### config.mk
export PLATFORM = sky130hd
export DESIGN_NAME = serial_adder_ctrl
export DESIGN_NICKNAME = d
export VERILOG_FILES = /design/src/rtl/serial_adder_ctrl.sv
export SDC_FILE = /design/constraint.sdc
export NUM_CORES = 1
export LEC_CHECK = 0
export CORE_UTILIZATION = 55
export CTS_CLUSTER_DIAMETER = 80
export CTS_CLUSTER_SIZE = 12
export DETAILED_ROUTE_END_ITERATION = 7
export DONT_BUFFER_PORTS = 1
export GPL_TIMING_DRIVEN = 0
export PLACE_DENSITY = 0.79
export SLEW_MARGIN = 30
export SYNTH_ARGS = -nofsm -noshare
export SYNTH_HDL_FRONTEND = slang
export SYNTH_SLANG_ARGS = --single-unit
### constraint.sdc
create_clock -name clk -period 1.65 [get_ports clk]
set_clock_uncertainty 0.15 [all_clocks]
set_input_delay 0.33 -clock clk [delete_from_list [all_inputs] [get_ports clk]]
set_output_delay 0.33 -clock clk [all_outputs]
set_load 0.005 [all_outputs]
### src/rtl/serial_adder_ctrl.sv
// Bit-serial add controller: feeds an external 1-bit full adder one bit pair per
// clock, LSB first, and collects the WIDTH-bit sum plus final carry.
module serial_adder_ctrl #(
  parameter int WIDTH = 8
) (
  input  logic             clk,
  input  logic             rst,
  input  logic             start,
  input  logic [WIDTH-1:0] a_in,
  input  logic [WIDTH-1:0] b_in,
  input  logic             cin,
  output logic             adder_a,
  output logic             adder_b,
  output logic             adder_cin,
  input  logic             adder_sum,
  input  logic             adder_cout,
  output logic             busy,
  output logic             done,
  output logic [WIDTH-1:0] sum_out,
  output logic             cout
);

  // Handshake: start is taken only while idle (busy=0); once accepted, the
  // operands are owned internally and done pulses for one cycle with sum_out/cout
  // valid. start during busy is dropped, not queued.

  localparam int CW = (WIDTH > 1) ? $clog2(WIDTH) : 1;
  localparam logic [CW-1:0] LAST = CW'(WIDTH - 1);
  localparam logic [CW-1:0] ONE  = CW'(1);

  typedef enum logic [1:0] {
    IDLE  = 2'd0,
    SHIFT = 2'd1,
    DONE  = 2'd2
  } state_t;

  state_t           state, state_nxt;
  logic [WIDTH-1:0] a_sr, b_sr, sum_sr;
  logic             carry_r;
  logic [CW-1:0]    cnt;
  logic [WIDTH-1:0] sum_next;

  // New sum bit enters at the MSB so after WIDTH shifts bit 0 lands at index 0.
  generate
    if (WIDTH == 1) begin : g_w1
      assign sum_next = adder_sum;
    end else begin : g_wn
      assign sum_next = {adder_sum, sum_sr[WIDTH-1:1]};
    end
  endgenerate

  always_comb begin
    state_nxt = state;
    adder_a   = 1'b0;
    adder_b   = 1'b0;
    adder_cin = 1'b0;
    busy      = 1'b0;
    done      = 1'b0;
    case (state)
      IDLE: begin
        if (start) state_nxt = SHIFT;
      end
      SHIFT: begin
        busy      = 1'b1;
        adder_a   = a_sr[0];
        adder_b   = b_sr[0];
        adder_cin = carry_r;
        if (cnt == LAST) state_nxt = DONE;
      end
      DONE: begin
        busy      = 1'b1;
        done      = 1'b1;
        state_nxt = IDLE;
      end
      default: state_nxt = IDLE;
    endcase
  end

  always_ff @(posedge clk) begin
    if (rst) begin
      state   <= IDLE;
      a_sr    <= '0;
      b_sr    <= '0;
      sum_sr  <= '0;
      carry_r <= 1'b0;
      cnt     <= '0;
      sum_out <= '0;
      cout    <= 1'b0;
    end else begin
      state <= state_nxt;
      case (state)
        IDLE: begin
          if (start) begin
            a_sr    <= a_in;
            b_sr    <= b_in;
            carry_r <= cin;
            cnt     <= '0;
            sum_sr  <= '0;
          end
        end
        SHIFT: begin
          sum_sr  <= sum_next;
          carry_r <= adder_cout;
          a_sr    <= a_sr >> 1;
          b_sr    <= b_sr >> 1;
          cnt     <= cnt + ONE;
          if (cnt == LAST) begin
            sum_out <= sum_next;
            cout    <= adder_cout;
          end
        end
        default: ;
      endcase
    end
  end

endmodule

## Word level (Yosys, flattened, before mapping)

Index checks and enable logic that the tools add are counted.

- Bits in registers: 39
- Output and inout bits: 14

- Add/sub/neg operators: 1
- Equality and inequality tests: 5
- Muxes and demuxes: 18
- Reductions and logical operators: 6

Operators with widths:

| cell | count |
|---|---|
| one-hot mux 8 bit (2 select lines) | 3 |
| 2-to-1 mux 8 bit | 3 |
| 2-to-1 mux 1 bit | 6 |
| one-hot mux 3 bit (2 select lines) | 1 |
| AND reduction 2 bit | 3 |
| 2-to-1 mux 2 bit | 2 |
| inequality test 2 bit (second input constant) | 2 |
| one-hot mux 2 bit (2 select lines) | 1 |
| adder 3 x 1 -> 3 bit (second input constant) | 1 |
| == test 3 bit (second input constant) | 1 |
| 2-to-1 mux 3 bit | 1 |
| == test 2 x 1 -> 1 bit (second input constant) | 1 |
| == test 2 bit (second input constant) | 1 |
| zero test 2 bit | 1 |
| one-hot mux 1 bit (2 select lines) | 1 |
| nonzero test 2 bit | 1 |
| OR reduction 2 bit | 1 |

## Logic depth before layout (Yosys ltp)

- Depth in word-level cells: 3
- Depth in mapped cells: 7

## Worst setup path before layout

No wires, ideal clock.

- Path kind: reg2reg
- From: register state[0]
- To: register a_sr[4]
- Arrival: 1.365 ns
- Required time: 1.356 ns
- Path slack: -0.009 ns
- Stages on the path, launching flop included: 8
- Path buffers: 2
- Period minus slack after synthesis: 1.659 ns
- Cell sequence: dfxtp_1 inv_1 ha_1 buf_6 mux2_4 buf_6 nor2_1 a211oi_2

- Cells in the longest elaborated chain, start to end: 3

RTL lines:

| item | line | source |
|---|---|---|
| start, declared | 37 | `state_t state, state_nxt;` |
| start signal, assigned | 90 | `state <= state_nxt;` |
| == test 2 x 1 -> 1 bit or zero test 2 bit (tied branches) | 91 | `case (state)` |
| nonzero test 2 bit (no source line) or inequality test 2 bit (tied branches) | -- |  |
| AND reduction 2 bit (no source line) | -- |  |
| end signal, assigned | 94 | `a_sr <= a_in;` |
| end signal, assigned | 104 | `a_sr <= a_sr >> 1;` |
| end, declared | 38 | `logic [WIDTH-1:0] a_sr, b_sr, sum_sr;` |

Several ways; a longest one is shown, not always the timed one.
A chain may end at the register's enable or synchronous reset.

## Worst setup path in the final report

- From: register state[1]
- To: output adder_a

- Cells in the longest elaborated chain, start to end: 2

RTL lines:

| item | line | source |
|---|---|---|
| == test 2 x 1 -> 1 bit | 59 | `case (state)` |
| 2-to-1 mux 1 bit | 59 |  |
| end, declared | 12 | `output logic adder_a,` |

No other way between the ends.

==> impl_metrics.env <==
export IMPL_status="finished, violations left"
export IMPL_violations="negative setup slack"
export IMPL_core_mm2=0.00305
export IMPL_antenna_left=0
export IMPL_rows=20
export IMPL_power_share_switching_pct=31.4
export IMPL_irDropWorstVdd_mv=0.694
export IMPL_total_power_w=0.00250
export IMPL_power_density_mw_per_mm2=1080
export IMPL_io_buffers=0
export IMPL_rsz0062_at_grt="yes"
export IMPL_yosys_warnings=0
export IMPL_clk_latency_ns=0.35
export IMPL_setup_violations=23
export IMPL_p_leak_nw=0.843
export IMPL_cp_max_fo=4
export IMPL_fillers=224
export IMPL_crit_arrival_ns=1.23
export IMPL_worstHoldPathType="input port to register"
export IMPL_vias=1431
export IMPL_clk_path_buf_depth=2
export IMPL_required_ns=1.17
export IMPL_final_common_cell="dfxtp_1"
export IMPL_die_area_mm2=0.00343
export IMPL_cts_tree="yes"
export IMPL_h_tree_depth=2
export IMPL_multi_input_area_mm2=0.00108
export IMPL_max_freq_mhz=584
export IMPL_n_antenna_cell=0
export IMPL_die_w_um=58.6
export IMPL_fin_crit_ns=1.71
export IMPL_slew_limit_headroom_pct=57.3
export IMPL_placed_cells=224
export IMPL_internal_power_w=0.00172
export IMPL_pin_count=36
export IMPL_place_detailed_hpwl_um=2420
export IMPL_place_area_mm2=0.00182
export IMPL_netlist_area_mm2=0.00176
export IMPL_grt_pass1_vias=1376
export IMPL_ys_ff_latch=38
export IMPL_numClockSinks=38
export IMPL_fin_crit_sh_pct=104
export IMPL_ys_seq_area_share_pct=43.2
export IMPL_final_cell_mix="dfxtp_1, mux2i_1, a211oi_2, a21oi_1, nor2_4"
export IMPL_hold_slack_ns=0.00588
export IMPL_grt_ovfl_total=0
export IMPL_clk_pin_slew_ns=0.12
export IMPL_die_height_um=58.6
export IMPL_worstMarginPinSlew_ns=0.640
export IMPL_area_delta_synth_final_pct=32.0
export IMPL_viasPerCell=5.75
export IMPL_syn_area_per_cell_um2=9.79
export IMPL_gp_congestion=0.728
export IMPL_synth_nets=208
export IMPL_pwr_share_seq_pct=43.0
export IMPL_switchingPower_w=0.000785
export IMPL_layout_drive_gt1_share_pct=40.0
export IMPL_nets=232
export IMPL_start_util_pct=57.7
export IMPL_register_area_um2=767
export IMPL_layout_setup_ws_ns=-0.0637
export IMPL_fin_area_mm2=0.00233
export IMPL_grtUsageTotal_pct=24.4
export IMPL_drt_iter0_markers=40
export IMPL_slew_violations=0
export IMPL_grt_pass1_wl_um=6170
export IMPL_drt_wl_total_um=3990
export IMPL_critPathKind="register to output port"
export IMPL_antenna_found_initial=0
export IMPL_synth_top_area_cell="dfxtp_1"
export IMPL_ys_types=25
export IMPL_drv_cap=0
export IMPL_yosys_top_cells_area="dfxtp_1, a211oi_2, mux2i_1"
export IMPL_clock_power_share_pct=24.2
export IMPL_netlist_area_leader_share_pct=43.2
export IMPL_crit_path_end_kind="output port"
export IMPL_synthCells=180
export IMPL_drc=0
export IMPL_final_hold_violation_count=0
export IMPL_instances_no_fill=249
export IMPL_post_place_ws_ns=-0.219
export IMPL_cts_root_buf="clkbuf_4"
export IMPL_pwr_share_comb_pct=32.8
export IMPL_firstDrtPassIters=5
export IMPL_cts_buffers=5
export IMPL_wl_per_cell_um=16.0
export IMPL_grt_max_degree=12
export IMPL_cp_start_kind="register"
Yosys cell counts:
master and number:
dfxtp_1 38, nor2_1 26, mux2i_1 16, a211oi_2 15, a21oi_1 14, nand2_1 13
nand3_1 10, a32oi_1 9, clkbuf_1 6, ha_1 6, buf_6 4, and2_1 3
buf_2 3, buf_4 2, inv_1 2, nand2b_1 2, nand3b_1 2, nor2b_1 2
a2111oi_2 1, mux2_4 1, mux2i_2 1, nor3_1 1, o21ai_0 1, or2_2 1
xnor2_1 1
logic make-up (layout without fill, tap and decap cells):
kind of cell	Yosys count	after routing	share of synthesized area (%)
compound gates	40	40	20.2
xor+xnor	1	1	0.497
fa+ha+maj	6	6	4.26
buf+inv	17	42	5.97
flops	38	38	43.2
mux	18	18	10.7
simple gates	60	60	15.1
per-layer routing:
| layer | up-vias | part of all wire, % | GRT usage, % |
|---|---|---|---|
| met5 | - | 0 | 0 |
| met1 | 695 | 41 | 28.2 |
| li1 | 689 | - | - |
| met3 | 8 | 5.9 | 7.69 |
| met4 | 0 | 2.3 | 8.84 |
| met2 | 39 | 51 | 42.5 |
layout make-up:
| cell class | instances | area share, % |
|---|---|---|
| Clock buffer | 8 | 3.39 |
| Inverter | 2 | 0.538 |
| Multi-Input combinational cell | 125 | 46.3 |
| Timing Repair Buffer | 18 | 8.18 |
| Sequential cell | 38 | 33.0 |
| Buffer | 14 | 6.24 |
| Tap cell | 44 | 2.37 |
per-stage QoR:
step	TNS (ns)	utilization (%)
floorplan	0	-
global placement	-2.01	59.5
detailed placement	-3.26	59.5
CTS	-1.48	71.4
global route	-1.78	76.2
finish	-0.885	76.2
timing repair:
action / in CTS / in global routing
pin swaps: 5 / 11
endpoints found under the setup margin: 37 / 38
resized for setup: 50 / 21
gates cloned: 1 / 1
hold endpoints to repair: 5 / 0
setup buffers: 8 / 4
hold buffers: 4 / 0
path summary, 6_finish.rpt:
| check | startpoint | cells after the start | slack [ns] | to |
|---|---|---|---|---|
| setup / recovery | state[1] | 4 | -0.06 | adder_a |
| hold / removal | start | 2 | 0.006 | state[0] |
| setup reg to reg | state[0] | 7 | -0.06 | b_sr[5] |
| hold reg to reg | sum_out[4] | 2 | 0.33 | sum_out[4] |
sequential cells by signal (all words and copies together), names as in the netlist:
name     cells
a_sr         8
sum_sr       7
carry_r      1
state        2
sum_out      8
cnt          3
b_sr         8
cout         1
power by group through the flow:
| stage | clock network [W] | logic [W] | registers [W] |
|---|---|---|---|
| global route | 0.000656 | 0.000877 | 0.00108 |
| floorplan | 0 | 0.000433 | 0.00105 |
| CTS | 0.000613 | 0.000703 | 0.00106 |
| global placement | 0 | 0.000491 | 0.00105 |
| finish | 0.000605 | 0.000821 | 0.00107 |
| detailed placement | 0 | 0.000512 | 0.00106 |
worst max-delay path, stage by stage, from the launching register on:
cell,delay (ns)
dfxtp_2,0.38
inv_4,0.06
ha_4,0.17
clkbuf_16,0.14
and2_4,0.13
No activity file was read; power rests on OpenSTA's default activity.
